===== src/rtl/nvme_pcie_pkg.sv =====
// Shared types and constants for the NVMe PCIe doorbell path.
package nvme_pcie_pkg;

    localparam int ADDR_W    = 64;
    localparam int DBL_VAL_W = 16;

    localparam logic [3:0] REQ_TYPE_MEMWR = 4'b0001;

    typedef enum logic [1:0] {
        DBL_IDLE,
        DBL_DESC,
        DBL_DATA
    } dbl_state_e;

    // RQ descriptor for a 1-DW posted memory write; address bits [1:0] are implied zero.
    function automatic logic [127:0] memwr_desc(input logic [ADDR_W-1:2] addr,
                                                input logic [7:0]        tag);
        logic [127:0] d;
        d          = '0;
        d[63:2]    = addr;
        d[74:64]   = 11'd1;
        d[78:75]   = REQ_TYPE_MEMWR;
        d[103:96]  = tag;
        return d;
    endfunction

endpackage


===== src/rtl/doorbell_writer.sv =====
// Serialises SQ-tail / CQ-head doorbell updates into 1-DW MemWr TLPs on the RQ interface.
module doorbell_writer
    import nvme_pcie_pkg::*;
#(
    parameter int C_DATA_WIDTH        = 128,
    parameter int AXI4_RQ_TUSER_WIDTH = 62,
    parameter int KEEP_WIDTH          = C_DATA_WIDTH / 32
) (
    input  logic                           user_clk,
    input  logic                           user_reset_n,
    input  logic                           write_sqtdbl,
    input  logic [ADDR_W-1:0]              sqt_addr,
    input  logic [DBL_VAL_W-1:0]           sqt_val,
    input  logic                           write_cqhdbl,
    input  logic [ADDR_W-1:0]              cqh_addr,
    input  logic [DBL_VAL_W-1:0]           cqh_val,
    output logic                           write_sqtdbl_done,
    output logic                           write_cqhdbl_done,
    output logic [C_DATA_WIDTH-1:0]        s_axis_rq_tdata,
    output logic [KEEP_WIDTH-1:0]          s_axis_rq_tkeep,
    output logic                           s_axis_rq_tlast,
    output logic [AXI4_RQ_TUSER_WIDTH-1:0] s_axis_rq_tuser,
    output logic                           s_axis_rq_tvalid,
    input  logic                           s_axis_rq_tready,
    output logic                           dbl_busy
);

    dbl_state_e                     state_q, state_d;
    logic                           sq_pend_q, sq_pend_d;
    logic                           cq_pend_q, cq_pend_d;
    logic [ADDR_W-1:0]              sq_addr_q, sq_addr_d;
    logic [ADDR_W-1:0]              cq_addr_q, cq_addr_d;
    logic [DBL_VAL_W-1:0]           sq_val_q, sq_val_d;
    logic [DBL_VAL_W-1:0]           cq_val_q, cq_val_d;
    logic [DBL_VAL_W-1:0]           dval_q, dval_d;
    logic                           serve_cq_q, serve_cq_d;
    logic [7:0]                     tag_q, tag_d;
    logic                           sq_done_q, sq_done_d;
    logic                           cq_done_q, cq_done_d;
    logic [C_DATA_WIDTH-1:0]        tdata_q, tdata_d;
    logic [KEEP_WIDTH-1:0]          tkeep_q, tkeep_d;
    logic                           tlast_q, tlast_d;
    logic [AXI4_RQ_TUSER_WIDTH-1:0] tuser_q, tuser_d;
    logic                           start_sq, start_cq;
    logic                           unused_addr_lsbs;

    assign unused_addr_lsbs = ^{sq_addr_q[1:0], cq_addr_q[1:0]};

    always_comb begin
        state_d    = state_q;
        sq_pend_d  = sq_pend_q;
        cq_pend_d  = cq_pend_q;
        sq_addr_d  = sq_addr_q;
        cq_addr_d  = cq_addr_q;
        sq_val_d   = sq_val_q;
        cq_val_d   = cq_val_q;
        dval_d     = dval_q;
        serve_cq_d = serve_cq_q;
        tag_d      = tag_q;
        sq_done_d  = 1'b0;
        cq_done_d  = 1'b0;
        tdata_d    = tdata_q;
        tkeep_d    = tkeep_q;
        tlast_d    = tlast_q;
        tuser_d    = tuser_q;
        start_sq   = 1'b0;
        start_cq   = 1'b0;

        unique case (state_q)
            DBL_IDLE: begin
                if (sq_pend_q || cq_pend_q) begin
                    start_sq   = sq_pend_q;
                    start_cq   = !sq_pend_q;
                    serve_cq_d = !sq_pend_q;
                    state_d    = DBL_DESC;
                    // Beat payload is snapshotted here so later requests cannot disturb it.
                    tdata_d    = C_DATA_WIDTH'(memwr_desc(sq_pend_q ? sq_addr_q[ADDR_W-1:2]
                                                                    : cq_addr_q[ADDR_W-1:2],
                                                          tag_q));
                    dval_d     = sq_pend_q ? sq_val_q : cq_val_q;
                    tkeep_d    = KEEP_WIDTH'(4'hF);
                    tlast_d    = 1'b0;
                    tuser_d    = '0;
                    tuser_d[3:0] = 4'hF;
                end
            end
            DBL_DESC: begin
                if (s_axis_rq_tready) begin
                    state_d       = DBL_DATA;
                    tdata_d       = '0;
                    tdata_d[31:0] = {16'h0, dval_q};
                    tkeep_d       = KEEP_WIDTH'(4'h1);
                    tlast_d       = 1'b1;
                end
            end
            DBL_DATA: begin
                if (s_axis_rq_tready) begin
                    state_d   = DBL_IDLE;
                    tag_d     = tag_q + 8'd1;
                    sq_done_d = !serve_cq_q;
                    cq_done_d = serve_cq_q;
                    tdata_d   = '0;
                    tkeep_d   = '0;
                    tlast_d   = 1'b0;
                    tuser_d   = '0;
                end
            end
            default: state_d = DBL_IDLE;
        endcase

        // A new request always wins over the clear, so a hit on the queue being launched re-arms it.
        if (write_sqtdbl) begin
            sq_pend_d = 1'b1;
            sq_addr_d = sqt_addr;
            sq_val_d  = sqt_val;
        end else if (start_sq) begin
            sq_pend_d = 1'b0;
        end

        if (write_cqhdbl) begin
            cq_pend_d = 1'b1;
            cq_addr_d = cqh_addr;
            cq_val_d  = cqh_val;
        end else if (start_cq) begin
            cq_pend_d = 1'b0;
        end
    end

    always_ff @(posedge user_clk or negedge user_reset_n) begin
        if (!user_reset_n) begin
            state_q    <= DBL_IDLE;
            sq_pend_q  <= 1'b0;
            cq_pend_q  <= 1'b0;
            sq_addr_q  <= '0;
            cq_addr_q  <= '0;
            sq_val_q   <= '0;
            cq_val_q   <= '0;
            dval_q     <= '0;
            serve_cq_q <= 1'b0;
            tag_q      <= '0;
            sq_done_q  <= 1'b0;
            cq_done_q  <= 1'b0;
            tdata_q    <= '0;
            tkeep_q    <= '0;
            tlast_q    <= 1'b0;
            tuser_q    <= '0;
        end else begin
            state_q    <= state_d;
            sq_pend_q  <= sq_pend_d;
            cq_pend_q  <= cq_pend_d;
            sq_addr_q  <= sq_addr_d;
            cq_addr_q  <= cq_addr_d;
            sq_val_q   <= sq_val_d;
            cq_val_q   <= cq_val_d;
            dval_q     <= dval_d;
            serve_cq_q <= serve_cq_d;
            tag_q      <= tag_d;
            sq_done_q  <= sq_done_d;
            cq_done_q  <= cq_done_d;
            tdata_q    <= tdata_d;
            tkeep_q    <= tkeep_d;
            tlast_q    <= tlast_d;
            tuser_q    <= tuser_d;
        end
    end

    assign s_axis_rq_tvalid  = (state_q != DBL_IDLE);
    assign s_axis_rq_tdata   = tdata_q;
    assign s_axis_rq_tkeep   = tkeep_q;
    assign s_axis_rq_tlast   = tlast_q;
    assign s_axis_rq_tuser   = tuser_q;
    assign write_sqtdbl_done = sq_done_q;
    assign write_cqhdbl_done = cq_done_q;
    assign dbl_busy          = sq_pend_q || cq_pend_q || (state_q != DBL_IDLE);

endmodule


===== config.mk =====
export PLATFORM = sky130hd
export DESIGN_NAME = doorbell_writer
export DESIGN_NICKNAME = d
export VERILOG_FILES = /design/src/rtl/nvme_pcie_pkg.sv /design/src/rtl/doorbell_writer.sv
export SDC_FILE = /design/constraint.sdc
export NUM_CORES = 1
export LEC_CHECK = 0
export BUFFER_PORTS_ARGS = -buffer_cell sky130_fd_sc_hd__buf_2
export CAP_MARGIN = 20
export CORE_MARGIN = 5
export CORE_UTILIZATION = 51
export CTS_BUF_LIST = sky130_fd_sc_hd__clkbuf_8
export DETAILED_ROUTE_END_ITERATION = 16
export MAX_ROUTING_LAYER = met4
export PLACE_DENSITY = 0.79
export RECOVER_POWER = 25
export SYNTH_ARGS = -nofsm -noshare
export SYNTH_HDL_FRONTEND = slang
export SYNTH_SLANG_ARGS = --single-unit

===== constraint.sdc =====
create_clock -name user_clk -period 2.55 [get_ports user_clk]
set_input_delay 0.255 -clock user_clk [delete_from_list [all_inputs] [get_ports user_clk]]
set_output_delay 0.255 -clock user_clk [all_outputs]
set_load 0.005 [all_outputs]

==> reports/results.tsv <==
stage	metric	value	unit
critical_path	Critical Path Slowest Stage Cell	clkbuf_2	
power	power density over cell area	958	nW/um^2
drt	DRT Pass-1 Iters	6	
drt	final WL	31.8	mm
timing	RSZ-0062 raised after global routing	no	
critical_path	Top delay family on crit path	buffers and inverters	
synthesis	leading area contributor after synthesis	dfrtp_1	
timing	Layout Skew	26.9	ps
grt	GRT overflow	0	
clock_network	CTS tree	built	
synthesis	post-synth cell types	36	
clock_network	clk root buf	clkbuf_8	
grt	first-pass GRT wire length	48.9	mm
critical_path	Crit Path Max Fanout	43	
power	P_int	10100	uW
timing	Hold Vio Cnt, Final	0	
synthesis	top cells by area, synth	dfrtp_1 53%, mux2_2 16%, buf_4 7.4%	
clock_network	CTS Sinks	263	
power	power share of the sequential group	0.387	
drt	DR WL/cell	19.0	microns
synthesis	gate count of the mapped netlist	916	
drt	DRC	0	
grt	total track usage	0.236	
clock_network	CTS max path bufs	3	
critical_path	WP buf/inv	2	
drt	via count	8280	
floorplan	Die Wd	165	microns
place	final RePlAce weighted congestion	0.789	
job	Max Cap Viol	0	
timing	Fin Setup TNS	0	ps
critical_path	Max stage delay on crit path	1100	ps
grt	initial antenna violation count	3	
grt	largest net degree at the start of global routing	71	
power	Logic pwr share	0.375	
floorplan	placement row count	56	
clock_network	Worst-Skew Late Latency	550	ps
power	sw power	5040	uW
synthesis	Post-synth EDFFs	0	
timing	Setup violations, final	0	
place	placed insts	1440	
clock_network	Num CTS Buffers	43	
power	Clk pwr share	0.239	
timing	Max Freq	431	MHz
final_layout	post-route cell area	15800	sq um
final_layout	Fill cells	1572	
clock_network	Post-CTS Setup Inserts	0	
clock_network	cts repair resizes	0	
synthesis	Yosys top cell area share	0.535	
final_layout	Area growth syn-to-layout	28.4	%
floorplan	die area	27300	sq um
final_layout	final std cells w/o fill	1678	
final_layout	commonest non-fill, non-tap cell in the layout	dfrtp_1	
critical_path	startpoint type of the worst setup path	primary input	
clock_network	H-tree depth	2	
synthesis	flops & latches, synth	263	
synthesis	commonest register cell after synthesis	dfrtp_1	
final_layout	area of the multi-input gates	4910	sq um
critical_path	worst path cell trace	clkbuf_1 > clkbuf_2 > mux2_2	
critical_path	critical path class	primary input to register	
run_status	status	completed	
place	placed wire-length estimate	19.2	mm
drt	DR iter-0 viols	424	
power	worst vdd ir	0.000875	V
clock_network	clk slew on worst S/H paths	60	ps
hold_path	Worst Hold Class	primary input to register	
synthesis	ys async rst share	1.00	
synthesis	YS warnings	0	
synthesis	Seq/Total Area, Yosys	0.535	
place	I/O Buffers	247	
final_layout	layout cells sized above 1	0.412	
final_layout	fin nets	1495	
floorplan	Die H	165	microns
place	DP Area	13400	sq um
drt	Routed Antenna Nets	0	
drt	DR vias/cell	4.93	
critical_path	CP endpoint kind	register	
floorplan	Starting Density	0.521	
critical_path	Req. time, crit path	2950	ps
floorplan	IO Pins	364	
critical_path	Worst EP arrival	2720	ps
synthesis	Avg Inst Size Synth	13.4	sq um
final_layout	most frequent cells in the layout	262 x dfrtp_1, 244 x buf_2, 171 x mux2_2	
power	P_leak	0.00804	uW
floorplan	CORE AREA	23600	sq um
grt	vias in the first global route	9100	
timing	fin crit share	0.910	
timing	minimum clock period	2320	ps
timing	Pins Over Slew Limit	0	
final_layout	sequential cell area	6590	sq um
power	Overall Power	15100	uW
power	switching share of power	0.333	
timing	Slew @ Worst Pin	1300	ps
synthesis	Cell Area, Synth	12300	sq um
timing	Slew headroom	0.132	
==> metrics by stage <==
stage | hold slack (ps) | setup WS (ps) | util
final | 59.7 | 230 | 0.669
after global routing | 41.1 | 159 | 0.669
after CTS | 23.3 | 325 | 0.671
after detailed placement | 262 | 370 | 0.568
after global placement | 267 | 406 | 0.568
after floorplan | -40.6 | 652 | -
==> worst reg2reg max path, stage by stage (launching register included) <==
cell	delay [ps]
dfrtp_1	420
inv_1	130
ha_1	320
o21ba_2	280
nor3_4	220
buf_12	300
mux2_2	420
==> synthesized netlist by cell type (2+ instances only) <==
library cell,n
and3_1,3
clkbuf_1,22
mux2i_1,80
nand3_1,17
buf_4,122
mux2_4,58
mux2_2,172
inv_1,10
nor2_1,54
nand2_1,19
xor2_1,3
xnor2_1,4
o21ai_0,33
dfrtp_1,263
nor2b_1,6
a21oi_1,2
buf_2,18
ha_1,7
buf_12,6
==> what timing repair did <==
item	4_1_cts	5_1_grt
hold buffers	157	0
endpoints found under the setup margin	0	0
endpoints found under the hold margin	223	0
==> final timing paths <==
kind                                        start                              end  slack [ps]  depth (start not counted)
setup / recovery                     write_sqtdbl        sq_addr_q[26]$_DFFE_PN0P_         230                          3
hold / removal                   s_axis_rq_tready      write_cqhdbl_done$_DFF_PN0_          60                          2
setup reg to reg           state_q[0]$_DFFE_PN0P_   s_axis_rq_tdata[2]$_DFFE_PN0P_         330                          6
hold reg to reg              tag_q[7]$_DFFE_PN0P_             tag_q[7]$_DFFE_PN0P_         460                          1
max in group asynchronous            user_reset_n  s_axis_rq_tdata[42]$_DFFE_PN0P_        1480                          3
min in group asynchronous            user_reset_n  s_axis_rq_tdata[99]$_DFFE_PN0P_         250                          2
==> state kept, by name, summed over array words and instances (netlist names) <==
register / count
write_sqtdbl_done: 1
s_axis_rq_tuser: 1
write_cqhdbl_done: 1
s_axis_rq_tkeep: 2
sq_val_q: 16
cq_pend_q: 1
sq_pend_q: 1
dval_q: 16
s_axis_rq_tlast: 1
cq_addr_q: 62
state_q: 2
s_axis_rq_tdata: 72
serve_cq_q: 1
sq_addr_q: 62
tag_q: 8
cq_val_q: 16
==> final cells by class <==
class	instances	area share
Sequential cell	263	0.417
Multi-Input combinational cell	585	0.311
Timing Repair Buffer	420	0.191
Clock buffer	54	0.0470
Tap cell	319	0.0253
Clock inverter	23	0.00641
Inverter	10	0.00238
Antenna cell	4	0.000633
==> metal layers <==
| layer | part of all wire | global-route usage | wire length, microns |
|---|---|---|---|
| met5 | 0 | - | 0 |
| met4 | 0.034 | 0.0911 | 1080 |
| met1 | 0.39 | 0.269 | 12400 |
| met2 | 0.51 | 0.408 | 16300 |
| met3 | 0.067 | 0.0516 | 2120 |
==> power groups by stage <==
stage / sequential [uW] / clock [uW] / combinational (uW)
finish: 5860 / 3610 / 5670
global route: 5960 / 3900 / 6170
CTS: 5820 / 3670 / 5660
detailed placement: 5870 / 0 / 5460
global placement: 5840 / 0 / 5280
floorplan: 5710 / 0 / 4140
==> logic make-up after synthesis <==
kind of cell | after synthesis | share of synthesized area
other | 1 | 0.000305
buffers and inverters | 179 | 0.102
adders and majority gates | 7 | 0.00711
muxes | 310 | 0.293
DFF | 263 | 0.535
AOI/OAI and AO/OA | 42 | 0.0187
and+or+nand+nor | 107 | 0.0391
xor gates and xnor gates | 7 | 0.00498
(Power assumes the default switching activity.)
